**src/rtl/prbs7_sat_counter.sv**
```systemverilog
// Saturating up-counter with a synchronous clear that wins over increment.
module prbs7_sat_counter #(
    parameter int CNT_W = 32
) (
    input  logic             clock,
    input  logic             reset,
    input  logic             inc,
    input  logic             clr,
    output logic [CNT_W-1:0] count
);
    logic [CNT_W-1:0] count_reg;

    always_ff @(posedge clock or negedge reset) begin
        if (!reset) begin
            count_reg <= '0;
        end else if (clr) begin
            count_reg <= '0;
        end else if (inc && (count_reg != '1)) begin
            count_reg <= count_reg + CNT_W'(1);
        end
    end

    assign count = count_reg;

endmodule

```
**config.mk**
```make
export PLATFORM = sky130hd
export DESIGN_NAME = prbs7_sat_counter
export DESIGN_NICKNAME = d
export VERILOG_FILES = /design/src/rtl/prbs7_sat_counter.sv
export SDC_FILE = /design/constraint.sdc
export NUM_CORES = 1
export LEC_CHECK = 0
export ABC_AREA = 1
export CORE_MARGIN = 8
export CORE_UTILIZATION = 58
export DETAILED_ROUTE_END_ITERATION = 10
export GPL_TIMING_DRIVEN = 1
export PLACE_DENSITY = 0.86
export SYNTH_ARGS = -nofsm -noshare
export SYNTH_HDL_FRONTEND = slang
export SYNTH_SLANG_ARGS = --single-unit
```
**constraint.sdc**
```tcl
create_clock -name clock -period 2.8 [get_ports clock]
set_clock_uncertainty 0.05 [all_clocks]
set_input_delay 0.28 -clock clock [delete_from_list [all_inputs] [get_ports clock]]
set_output_delay 0.28 -clock clock [all_outputs]
set_load 0.05 [all_outputs]
```
# --- Word level (Yosys, flattened, before mapping) ---
# Cells that the tools add are included.
word_totals:
  regBits: 32
  input_bits: 4
  out_inout_bits: 32
  elab_cells: 7
op_classes:
  n_addsub: 1
  eq_ne: 1
  mux: 2
  reduce_logical: 2
ops:
  columns: ["cell", "count"]
  rows:
  - ["$mux 32", 2]
  - ["$add 32x1->32 const B", 1]
  - ["$ne 32x32->1 const B", 1]
  - ["$reduce_bool 2->1", 1]
  - ["$logic_and 1x1->1", 1]

# --- Depth between registers and ports, before layout ---
# Gate-level depths: netlist of run 1.
depth:
  word_depth: 4
  depth_mapped: 12
  depth_no_buf: 11

# --- Least setup slack after synthesis of run 1 ---
# OpenSTA, ideal clock, no wires.
synth_path:
  path_type: "register to register"
  from: "register count_reg[1], in the netlist count[1]"
  to: "register count_reg[13], in the netlist count[13]"
  setup_time_ps: 66
  t_arrival_ps: 1964
  t_required_ps: 2684
  setup_slack_ps: 720
  stages_incl_launch_ff: 13
  path_buffers: 1
  synth_period_minus_slack_ps: 2080
  cell_sequence: "dfrtp_1 ha_1 nand2_2 nor2_4 nand2_4 nor2_8 nand2_4 nand2_8 nand2_4 inv_2 buf_6 nand2_1 nand2_1"
synth_between:
  elab_chain_len: 3
  elab_cells_between_ends: 6
  cone_classes: "add/sub (1); eq/ne (1); mux (2); reduce/logical (2)"
synth_rtl:
  columns: ["item", "line_no", "rtl"]
  rows:
  - ["start, declared", "11", "logic [CNT_W-1:0] count_reg;"]
  - ["start signal, assigned", "19", "count_reg <= count_reg + CNT_W'(1);"]
  - ["$add 32x1->32 or $ne 32x32->1 (tied branches)", "19, 18", null]
  - ["$mux 32 or $logic_and 1x1->1 (tied branches)", "18", "end else if (inc && (count_reg != '1)) begin"]
  - ["$mux 32 or $reduce_bool 2->1 (tied branches)", null, null]
# Several ways; a longest one is shown, not always the timed one. The select of a mux whose other input is x is not followed.
# A chain may end at the register's enable or synchronous reset.

# --- Worst setup path after layout of run 1 ---
layout_path:
  from: "register count_reg[1], in the netlist count[1]"
  to: "register count_reg[25], in the netlist count[25]"
# The elaborated chain is that of the path after synthesis.

==> impl_metrics.ini, run 1 <==
[run_status]
status = complete, no violations

[worst_setup_path]
crit_arrival_ns = 2.43
crit_fanout = 14
crit_path_end_kind = register
path_class = reg2reg
startpoint_type = register
worstPathRequired_ns = 2.97

[sta]
relSlewSlack_pct = 27.36
final.min_clock_period_ns = 2.254
fmaxAchievable_mhz = 443.7
worst_pin_slew_ns = 1.090
finalSetupTns_ns = 0
finalHoldViolCount = 0
rsz0062_at_grt = no
period_share_pct = 80.49
slew_violations = 0
setup_violations = 0

[global_routing]
grt_pass1_wl_um = 10440
antenna_found_initial = 0
grt_max_degree = 33
overflow = 0
grt_pass1_vias = 2226
grt_usage_pct = 20.80

[clock_tree]
cts-root-buf = clkbuf_8
numCtsBuffers = 5
path_clk_slew_ns = 0.07
htreeDepth = 2
ctsLongestPathBuffers = 2
clkSinkCount = 32
cts_setup_buffers = 0
postCtsResizedCells = 0
postCtsHoldBufs = 0
clock_latency_ns = 0.29
cts_tree = built

[floorplan]
row_count = 22
die_y_um = 78.19
core_area_um2 = 3689
dieArea_um2 = 6114
start_util_pct = 60.82
io_pins = 36
die_x_um = 78.19

[synthesis]
synth_fp_nets = 350
synth_edf_count = 0
seq_area_frac_synth_pct = 35.69
synth_top_cell_by_area = dfrtp_1
synth_area_leaders = dfrtp_1 36%, nand2_1 23%, nor2_1 8.7%, nand3_1 7.6%, inv_1 4.9%
ys_ff_latch = 32
yosys-top-cells-count = 135 x nand2_1, 52 x nor2_1, 34 x nand3_1
synthFlopType = dfrtp_1
yosysWarnings = 0
syn_area_um2 = 2243
synthArstFlopShare_pct = 100.0
netlist.area_leader.share_pct = 35.69
ys_types = 26
synthCells = 345
synth_most_common_cell = nand2_1
syn_area_per_cell_um2 = 6.503

[placement]
place_hpwl_um = 4516
place_congestion = 0.8817
port_buffers = 35

[route]
drt_iter0_drc = 187
vias = 2361
wl_per_cell_um = 14.30
first_pass_iters = 4
routed_wl_um = 6164
via_per_inst = 5.478
ant_nets = 0
drc = 0

[finish]
largest_reg_flops = 32
drive_above_1_share_pct = 6.789
fin_nets = 387
area_growth_pct = 20.58
fin_util_pct = 73.34
antenna_cells = 0

[worst_hold_path]
hold_path_class = in2async

[power_and_ir_drop]
vdd_drop_max_mv = 0.2744
power.density_nw_per_um2 = 335.5
leakage_uw = 0.001210

[flow_run]
drv_cap = 0
-- cells in the final DEF (no fill, tap or decap), types with 2 or more instances in the layout --
master           count
a21oi_1              4
buf_4                3
clkbuf_1             2
clkbuf_8             6
clkdlybuf4s50_1     35
dfrtp_1             32
inv_1               29
inv_2                2
nand2_1            135
nand2_2              3
nand2_4              3
nand3_1             34
nand4_1              8
nor2_1              52
nor2_2               4
nor2_4               2
o21ai_0              4
o21ai_1             10
xnor2_1              4
xor2_1               5
-- critical path, stage by stage, from the launching register on --
cell and delay, ns:
dfrtp_1 0.42, ha_1 0.23, nand2_2 0.09, nor2_4 0.06, nand2_4 0.11, nor2_8 0.06, a21oi_1 0.85, nand4_1 0.18
nand2_1 0.12
-- metal layers --
| metal | GRT usage, % | part of all wire, % | vias to the layer above |
|---|---|---|---|
| met3 | 6.150 | 8.3 | 12 |
| met1 | 25.83 | 42 | 1111 |
| met2 | 33.22 | 48 | 83 |
| li1 | - | - | 1155 |
| met5 | 0 | 0 | - |
| met4 | 7.963 | 1.9 | 0 |
-- path summary, 6_finish.rpt --
| path | start | endpoint | slack, ns | cells after the start |
|---|---|---|---|---|
| max in group asynchronous | reset | count[19] | 2.05 | 2 |
| max reg2reg | count[1] | count[25] | 0.55 | 8 |
| min | reset | count[14] | 0.34 | 2 |
| max | count[1] | count[25] | 0.55 | 8 |
| min in group clock | count[1] | count[1] | 0.52 | 2 |
| min reg2reg | count[1] | count[1] | 0.52 | 2 |
-- per-stage QoR --
step / std cells / hold WS [ns] / area [um^2] / worst slack, ns / total power, uW
2_1_floorplan: 345 / -0.06559 / 2243 / 0.7196 / 517.8
3_5_place_dp: 423 / 0.5083 / 2615 / 0.5763 / 543.8
6_report: 431 / 0.3448 / 2705 / 0.5463 / 907.7
3_3_place_gp: 423 / 0.4794 / 2615 / 0.6240 / 542.7
5_1_grt: 431 / 0.3941 / 2705 / 0.3086 / 935.2
4_1_cts: 431 / 0.3612 / 2705 / 0.5619 / 913.9
-- logic make-up (layout without fill, tap and decap cells) --
family,count (synthesis),in the layout,synth area share (%)
AO/OA/AOI/OAI,19,19,4.351
XOR/XNOR,9,9,3.513
adder cells (fa/ha/maj),1,1,0.5576
buffers and inverters,39,77,7.919
flip-flops,32,32,35.69
AND/OR/NAND/NOR,245,245,47.96
-- area by class of cell --
class                   count  area (um^2)
multi-input cells         274         1265
fillers                   332        983.4
flip-flops and latches     32        800.8
repair buffers             38        372.9
inverters                  31        116.4
clock buffers               8        90.09
well taps                  48        60.06
-- power breakdown --
part | internal [uW] | total [uW] | switching (uW)
clock | 200 | 372 | 172
combinational | 16.8 | 67.6 | 50.8
sequential | 465 | 468 | 3.02
No activity file was read; power rests on OpenSTA's default activity.
==> run 2, diff against run 1 <==
Settings changed: CORE_UTILIZATION 58 to 49, PLACE_DENSITY 0.86 to 0.77.
Clock period 2.8 ns to 2 ns, I/O delays scaled along.
==> impl_metrics.ini, run 2 (synthesized netlist as in run 1, its figures left out) <==
[run_status]
status = complete, no violations

[finish]
fin_util_pct = 68.98
drive_above_1_share_pct = 16.31
area_growth_pct = 34.80
fin_cells = 475
most-common-layout-cells = 135 x nand2_1, 52 x nor2_1, 43 x buf_4, 35 x clkdlybuf4s50_1, 34 x nand3_1
final_common_cell = nand2_1
fin_nets = 427
antenna_cells = 0
largest_reg_flops = 32

[sta]
period_share_pct = 93.66
finalHoldViolCount = 0
relSlewSlack_pct = 56.18
final.min_clock_period_ns = 1.873
slew_violations = 0
fin_ws_ns = 0.1269
timing.hold.ws_ns = 0.2620
fmaxAchievable_mhz = 533.9
worst_pin_slew_ns = 0.6573
setup_violations = 0

[clock_tree]
path_clk_slew_ns = 0.07
postCtsHoldBufs = 0
clock_latency_ns = 0.29
ctsLongestPathBuffers = 2
numCtsBuffers = 5
cts-root-buf = clkbuf_8
htreeDepth = 2
cts_tree = built
postCtsResizedCells = 1
cts_setup_buffers = 0
clkSinkCount = 32

[worst_setup_path]
path_buf_inv = 1
startpoint_type = register
crit_chain = clkdlybuf4s50_1
ff2ff_setup_slack_ns = 0.13
cp_slowest_cell = clkdlybuf4s50_1
cp_slowest_stage_delay_ns = 0.86
path_class = reg2out
crit_arrival_ns = 1.62
worstPathRequired_ns = 1.75
crit_fanout = 6
critPathTopFamily = buffers and inverters
crit_path_end_kind = output port

[route]
wl_per_cell_um = 14.12
drt_iter0_drc = 125
routed_wl_um = 6709
ant_nets = 0
first_pass_iters = 5
vias = 2484
drc = 0
via_per_inst = 5.229

[flow_run]
drv_cap = 0

[floorplan]
die_y_um = 83.67
io_pins = 36
core_area_um2 = 4384
row_count = 24
dieArea_um2 = 7000
start_util_pct = 51.17
die_x_um = 83.67

[global_routing]
antenna_found_initial = 0
grt_max_degree = 33
grt_usage_pct = 19.40
overflow = 0
grt_pass1_wl_um = 11280
grt_pass1_vias = 2420

[power_and_ir_drop]
total_power_uw = 1285
power.density_nw_per_um2 = 424.8
leakage_uw = 0.001420
vdd_drop_max_mv = 0.3242

[placement]
placed_cells = 467
place_hpwl_um = 5055
dp_worst_setup_slack_ns = -0.1558
place_congestion = 0.9223
port_buffers = 35

[worst_hold_path]
hold_path_class = in2async
-- run 2: area by class of cell --
| type | instances | area (um^2) |
|---|---|---|
| fillers | 407 | 1360 |
| multi-input cells | 274 | 1274 |
| flip-flops and latches | 32 | 803.3 |
| repair buffers | 78 | 673.1 |
| inverters | 31 | 118.9 |
| clock buffers | 8 | 90.09 |
| well taps | 52 | 65.06 |
-- run 2: per-layer routing --
layer | global-route usage (%) | vias to the layer above | part of all wire, %
met5 | 0 | - | 0
met1 | 24.45 | 1156 | 45
met4 | 5.965 | 0 | 1.3
met3 | 4.590 | 7 | 6.4
li1 | - | 1236 | -
met2 | 31.72 | 85 | 47
-- run 2: report_power, final --
group	switching, uW	total (uW)	internal, uW
clock	243	524	281
combinational	76.0	107	31.2
sequential	2.78	654	651
-- run 2: final timing paths --
path,endpoint,startpoint,cells past startpoint
worst min register to register,count[3],count[3],2
min in group clock,count[3],count[3],2
worst max register to register,count[11],count[0],12
max in group asynchronous,count[0],reset,2
worst min-delay path,count[8],reset,2
worst max-delay path,count[2],count[2],1
-- run 2: through the flow --
step,TNS [ns],cell area [um^2]
final,0,3024
after global routing,-0.002949,3024
after global placement,-1.040,2923
after detailed placement,-1.589,2923
after CTS,0,3017
after floorplan,0,2246
==> run 3, diff against run 2 <==
Settings changed: CAP_MARGIN from default to 20, SLEW_MARGIN from default to 25.
==> results of run 3 <==
Final layout, timing and power as in run 2 (identical DEF).
